$ cat src/rtl/tick_sched_pkg.sv
// Shared definitions for the tick scheduler: parameter defaults, game channel
// indices and the arbiter state encoding.
package tick_sched_pkg;

    localparam int unsigned DEF_NUM_CH   = 4;
    localparam int unsigned DEF_PERIOD_W = 16;
    localparam int unsigned DEF_PRESCALE = 100_000;  // 1 kHz base tick at 100 MHz

    // Channel assignment used by the game logic
    localparam int unsigned CH_TANK   = 0;
    localparam int unsigned CH_BULLET = 1;
    localparam int unsigned CH_SPAWN  = 2;
    localparam int unsigned CH_BLINK  = 3;

    typedef enum logic [0:0] {
        ST_IDLE    = 1'b0,
        ST_PRESENT = 1'b1
    } state_t;

endpackage

$ cat src/rtl/rr_pick.sv
// Round-robin pick: combinational rotate-priority search over a request vector.
// The search starts at last_grant+1 (mod NUM_CH) and wraps around.
// Ports:
//   req        in  NUM_CH  request vector
//   last_grant in  IDX_W   most recently granted index
//   win_c      out IDX_W   selected index (0 when nothing is requested)
//   found_c    out 1       at least one request is set
module rr_pick
    import tick_sched_pkg::*;
#(
    parameter int unsigned NUM_CH = DEF_NUM_CH,
    parameter int unsigned IDX_W  = $clog2(NUM_CH)
) (
    input  logic [NUM_CH-1:0] req,
    input  logic [IDX_W-1:0]  last_grant,
    output logic [IDX_W-1:0]  win_c,
    output logic              found_c
);

    // Walk from farthest to nearest candidate so the nearest one is written last.
    always_comb begin
        win_c   = '0;
        found_c = 1'b0;
        for (int k = int'(NUM_CH); k >= 1; k--) begin
            if (req[IDX_W'((int'(last_grant) + k) % int'(NUM_CH))]) begin
                win_c   = IDX_W'((int'(last_grant) + k) % int'(NUM_CH));
                found_c = 1'b1;
            end
        end
    end

endmodule

$ cat src/rtl/tick_scheduler.sv
// Periodic-event scheduler: prescaler-derived base tick drives NUM_CH
// programmable down-counters; expired channels are arbitrated round-robin
// onto a single valid/ready event port.
// Optional feature macro: TICK_SCHED_PAUSE_EN adds the 'pause' input that
// freezes the prescaler (and thus all channel counters).
// Ports:
//   clk, rst            clock, async active-low reset
//   pause               (TICK_SCHED_PAUSE_EN only) hold prescaler, no base_tick
//   cfg_we/cfg_ch/cfg_period  load period and remaining count of one channel
//   ch_en               per-channel run enable
//   evt_valid/evt_ch/evt_ready  event handshake
//   overrun             sticky per-channel overrun flags
//   ovr_clr             clear all overrun flags
//   base_tick           one-cycle pulse per prescaler period
module tick_scheduler
    import tick_sched_pkg::*;
#(
    parameter int unsigned PRESCALE = DEF_PRESCALE,
    parameter int unsigned NUM_CH   = DEF_NUM_CH,
    parameter int unsigned PERIOD_W = DEF_PERIOD_W
) (
    input  logic                      clk,
    input  logic                      rst,
`ifdef TICK_SCHED_PAUSE_EN
    input  logic                      pause,
`endif
    input  logic                      cfg_we,
    input  logic [$clog2(NUM_CH)-1:0] cfg_ch,
    input  logic [PERIOD_W-1:0]       cfg_period,
    input  logic [NUM_CH-1:0]         ch_en,
    output logic                      evt_valid,
    output logic [$clog2(NUM_CH)-1:0] evt_ch,
    input  logic                      evt_ready,
    output logic [NUM_CH-1:0]         overrun,
    input  logic                      ovr_clr,
    output logic                      base_tick
);

    localparam int unsigned IDX_W  = $clog2(NUM_CH);
    localparam int unsigned PCNT_W = (PRESCALE > 1) ? $clog2(PRESCALE) : 1;
    localparam logic [PCNT_W-1:0] PCNT_MAX = PCNT_W'(PRESCALE - 1);

    logic pause_w;
`ifdef TICK_SCHED_PAUSE_EN
    assign pause_w = pause;
`else
    assign pause_w = 1'b0;
`endif

    // ---------------- prescaler ----------------
    logic [PCNT_W-1:0] pcnt;
    logic              tick_c;

    // base_tick is a pure decode of the prescaler register
    assign tick_c    = (pcnt == PCNT_MAX) && !pause_w;
    assign base_tick = tick_c;

    always_ff @(posedge clk or negedge rst) begin
        if (!rst) begin
            pcnt <= '0;
        end else if (!pause_w) begin
            pcnt <= (pcnt == PCNT_MAX) ? '0 : pcnt + PCNT_W'(1);
        end
    end

    // ---------------- channel counters ----------------
    logic [PERIOD_W-1:0] period    [NUM_CH];
    logic [PERIOD_W-1:0] remaining [NUM_CH];
    logic [NUM_CH-1:0]   pending;
    logic [NUM_CH-1:0]   cfg_hit_c;
    logic [NUM_CH-1:0]   expire_c;
    logic [NUM_CH-1:0]   decr_c;
    logic [NUM_CH-1:0]   accept_c;

    state_t           state;
    state_t           state_nx;
    logic             ack_c;
    logic [IDX_W-1:0] last_grant;
    logic [IDX_W-1:0] pick_c;
    logic             found_c;

    // A config write to a channel masks that channel's tick in the same cycle.
    always_comb begin
        cfg_hit_c = '0;
        expire_c  = '0;
        decr_c    = '0;
        accept_c  = '0;
        for (int i = 0; i < int'(NUM_CH); i++) begin
            cfg_hit_c[i] = cfg_we && (cfg_ch == IDX_W'(i));
            expire_c[i]  = tick_c && ch_en[i] && (period[i] != '0) && !cfg_hit_c[i]
                           && (remaining[i] == PERIOD_W'(1));
            decr_c[i]    = tick_c && ch_en[i] && (period[i] != '0) && !cfg_hit_c[i]
                           && (remaining[i] != PERIOD_W'(1));
            accept_c[i]  = ack_c && (evt_ch == IDX_W'(i));
        end
    end

    // Expiry beats accept on pending; overrun only when the old event is not leaving.
    always_ff @(posedge clk or negedge rst) begin
        if (!rst) begin
            for (int i = 0; i < int'(NUM_CH); i++) begin
                period[i]    <= '0;
                remaining[i] <= '0;
            end
            pending <= '0;
            overrun <= '0;
        end else begin
            for (int i = 0; i < int'(NUM_CH); i++) begin
                if (cfg_hit_c[i]) begin
                    period[i]    <= cfg_period;
                    remaining[i] <= cfg_period;
                end else if (expire_c[i]) begin
                    remaining[i] <= period[i];
                end else if (decr_c[i]) begin
                    remaining[i] <= remaining[i] - PERIOD_W'(1);
                end

                if (expire_c[i]) begin
                    pending[i] <= 1'b1;
                end else if (accept_c[i]) begin
                    pending[i] <= 1'b0;
                end

                if (expire_c[i] && pending[i] && !accept_c[i]) begin
                    overrun[i] <= 1'b1;
                end else if (ovr_clr) begin
                    overrun[i] <= 1'b0;
                end
            end
        end
    end

    // ---------------- arbiter ----------------
    rr_pick #(
        .NUM_CH (NUM_CH),
        .IDX_W  (IDX_W)
    ) u_pick (
        .req        (pending),
        .last_grant (last_grant),
        .win_c      (pick_c),
        .found_c    (found_c)
    );

    // Next-state logic
    always_comb begin
        state_nx = state;
        ack_c    = 1'b0;
        case (state)
            ST_IDLE: begin
                if (found_c) begin
                    state_nx = ST_PRESENT;
                end
            end
            ST_PRESENT: begin
                if (evt_ready) begin
                    ack_c    = 1'b1;
                    state_nx = ST_IDLE;
                end
            end
            default: state_nx = ST_IDLE;
        endcase
    end

    // State register and registered event outputs; evt_ch only moves in IDLE.
    always_ff @(posedge clk or negedge rst) begin
        if (!rst) begin
            state      <= ST_IDLE;
            evt_valid  <= 1'b0;
            evt_ch     <= '0;
            last_grant <= IDX_W'(NUM_CH - 1);
        end else begin
            state     <= state_nx;
            evt_valid <= (state_nx == ST_PRESENT);
            if ((state == ST_IDLE) && found_c) begin
                evt_ch <= pick_c;
            end
            if (ack_c) begin
                last_grant <= evt_ch;
            end
        end
    end

endmodule

$ cat config.mk
export PLATFORM = sky130hd
export DESIGN_NAME = tick_scheduler
export DESIGN_NICKNAME = d
export VERILOG_FILES = /design/src/rtl/tick_sched_pkg.sv /design/src/rtl/rr_pick.sv /design/src/rtl/tick_scheduler.sv
export SDC_FILE = /design/constraint.sdc
export NUM_CORES = 1
export LEC_CHECK = 0
export CAP_MARGIN = 20
export CORE_ASPECT_RATIO = 1.4
export CORE_UTILIZATION = 40
export CTS_CLUSTER_DIAMETER = 100
export DETAILED_ROUTE_END_ITERATION = 10
export PLACE_DENSITY_LB_ADDON = 0.08
export SETUP_SLACK_MARGIN = 0.1
export SKIP_LAST_GASP = 1
export SYNTH_ARGS = -nofsm -noshare
export SYNTH_HDL_FRONTEND = slang
export SYNTH_SLANG_ARGS = --single-unit
$ cat constraint.sdc
create_clock -name clk -period 3.8 [get_ports clk]
set_input_delay 0.57 -clock clk [delete_from_list [all_inputs] [get_ports clk]]
set_output_delay 0.57 -clock clk [all_outputs]
set_load 0.02 [all_outputs]
==> metrics.cfg <==
[power]
p_int_mw=3.20
peakVddDrop_mv=0.334
switchingPower_mw=1.36
pwr-share-comb=0.156
p_leak_nw=4.40
switching_share=0.298
clkPwrFrac=0.365
p_per_area_nw_per_um2=456
share_seq_of_total_power=0.479

[clocking]
cts_setup_buffers=0
cts_buffers=17
ctsHoldBuffers=0
cts-root-buf=clkbuf_16
ctsLongestPathBuffers=2
cts_resized=0
clk-insertion-delay-late_ns=0.43
clock_sinks=158
clkTransAtPathRegs_ns=0.06
tritoncts=yes
htreeDepth=4

[floorplanning]
num_rows=63
die_x_um=127
fp.coreArea_um2=21400
die_y_um=177
ioPinCount=35
die_area_um2=22500
start_util=0.411

[routing]
firstDrtPassIters=4
routed_wl_um=24400
drc_errors=0
via_per_inst=5.58
drt_iter0_drc=428
avgRoutedWirePerCell_um=18.6
vias=7313
detail-route-antenna-nets=0

[place]
hpwl_um=16800
numPlacedInstances=1280
post-place-ws_ns=1.11
gp_congestion=0.835
io_buffers=34

[sta]
grt_setup_unrepaired=false
timing.hold.ws_ns=0.131
slew_headroom=0.421
period_share=0.808
max_clock_freq_mhz=326
min_period_ns=3.07
finClkSkew_ns=0.00911
worst_pin_slew_ns=0.861
drv_slew=0
fin_ws_ns=0.731
finalSetupViolCount=0
fin_tns_setup_ns=0
finalHoldViolations=0

[synthesis]
synthesis.area_um2=8770
syn_area_per_cell_um2=8.88
ys_seq_elements=158
synth-edff-count=0
ys_types=69
synthCells=988
synthesis.nets=1024
ys_seq_area_frac=0.451
synthFlopType=dfrtp_1
async_flop_share=1.00
ys_warn_count=0

[job]
maxCapViolCount=0

[worst_setup_path]
slowest_delay_ns=0.71
crit_required_ns=3.23
cp_max_fo=8
cp_top_family=simple AND/OR/NAND/NOR gates
critPathArrivalTime_ns=2.50
worstPathCellList=ha_1 -> and4_1 -> and4_1 -> clkdlybuf4s50_1
r2r_cells=7
crit_type=reg2out
cp-start-kind=flop
r2r_end=remaining[55]$_DFFE_PN0P_
rrSetupSlack_ns=1.07
path_buf_inv=1
critPathSlowestCell=clkdlybuf4s50_1
cpMostUsedCell=and4_1
setup.worst_path.end_class=output pin
r2r-start=pcnt[0]$_DFF_PN0_

[cells_and_area]
drive_above_1_share=0.0796
mostFrequentLayoutCells=nand2_1, dfrtp_1, nor2_1
final_core_util=0.467
layout.cells.non_filler=1310
n_fill_cell=2127
n_antenna_cell=0
fin_nets=1043
layout_commonest_cell=nand2_1
area_growth_pct=13.8

[min_path]
hold_class=in2async

[global_route]
grt_pass1_wl_um=40200
antenna_found_initial=0
grt_max_degree=73
grt_overflow=0
grt_pass1_vias=7330
grt_usage=0.235

[status]
outcome=finished clean

==> synth_stat cells (14+ instances only) <==
master / count / share of area
nor3_1: 15 / 0.0086
o21ai_0: 52 / 0.030
xor2_1: 25 / 0.025
mux2i_1: 27 / 0.031
and2_1: 14 / 0.010
and3_1: 14 / 0.010
nand3_1: 34 / 0.019
nand2_1: 179 / 0.077
nor2_1: 77 / 0.033
dfrtp_1: 156 / 0.45
xnor2_1: 23 / 0.023
clkbuf_1: 42 / 0.018
a31oi_1: 14 / 0.010
nor4_1: 35 / 0.025
a21oi_1: 50 / 0.029
inv_1: 25 / 0.011
==> how the worst max path moves through the flow <==
stage | from | end | slack (ns) | cells after the start
floorplan | pcnt[0]$_DFF_PN0_ | base_tick | 1.66 | 5
global placement | pcnt[0]$_DFF_PN0_ | remaining[55]$_DFFE_PN0P_ | 1.16 | 7
detailed placement | pcnt[0]$_DFF_PN0_ | remaining[55]$_DFFE_PN0P_ | 1.11 | 7
CTS | pcnt[0]$_DFF_PN0_ | base_tick | 0.72 | 4
global route | pcnt[0]$_DFF_PN0_ | base_tick | 0.62 | 4
finish | pcnt[0]$_DFF_PN0_ | base_tick | 0.73 | 4
==> area by class of cell <==
class | count | area, um2 | area share
Multi-Input combinational cell | 747 | 4480 | 0.449
Sequential cell | 158 | 3960 | 0.396
Timing Repair Buffer | 58 | 522 | 0.0523
Clock buffer | 20 | 447 | 0.0447
Tap cell | 292 | 365 | 0.0366
Clock inverter | 10 | 118 | 0.0118
Inverter | 25 | 93.8 | 0.00940
==> routing by layer <==
layer	up-vias	global-route usage	wire (um)	part of all wire
met4	0	0.0908	578	0.024
li1	3558	-	-	-
met2	138	0.403	12000	0.49
met5	-	0	0	0
met3	34	0.0372	762	0.031
met1	3583	0.296	11100	0.45
==> logic make-up (layout without fill, tap and decap cells) <==
family	after synthesis	in the layout	share of synthesized area
AND/OR/NAND/NOR	449	449	0.259
AO/OA/AOI/OAI	205	205	0.147
flip-flops	158	158	0.451
buffers and inverters	83	113	0.0394
XOR/XNOR	48	48	0.0479
multiplexers	36	36	0.0424
adder cells (fa/ha/maj)	9	9	0.0128
==> stage by stage <==
| stage | power, mW | area, um2 |
|---|---|---|
| after floorplan | 2.64 | 8770 |
| after global placement | 2.91 | 9420 |
| after detailed placement | 2.92 | 9420 |
| after CTS | 4.61 | 9980 |
| after global routing | 4.81 | 9980 |
| final | 4.55 | 9980 |
==> power groups by stage <==
stage | combinational [mW] | clock [mW] | sequential [mW]
finish | 0.708 | 1.66 | 2.18
global route | 0.813 | 1.78 | 2.22
CTS | 0.719 | 1.72 | 2.18
detailed placement | 0.716 | 0 | 2.20
global placement | 0.706 | 0 | 2.21
floorplan | 0.548 | 0 | 2.10
==> registers in the layout (all words and copies together), names as in the netlist <==
| name | flops |
|---|---|
| period | 64 |
| remaining | 64 |
| pcnt | 17 |
| overrun | 4 |
| pending | 4 |
| evt_ch | 2 |
| last_grant | 2 |
| state | 1 |
Power figures use the tool's default switching activity.
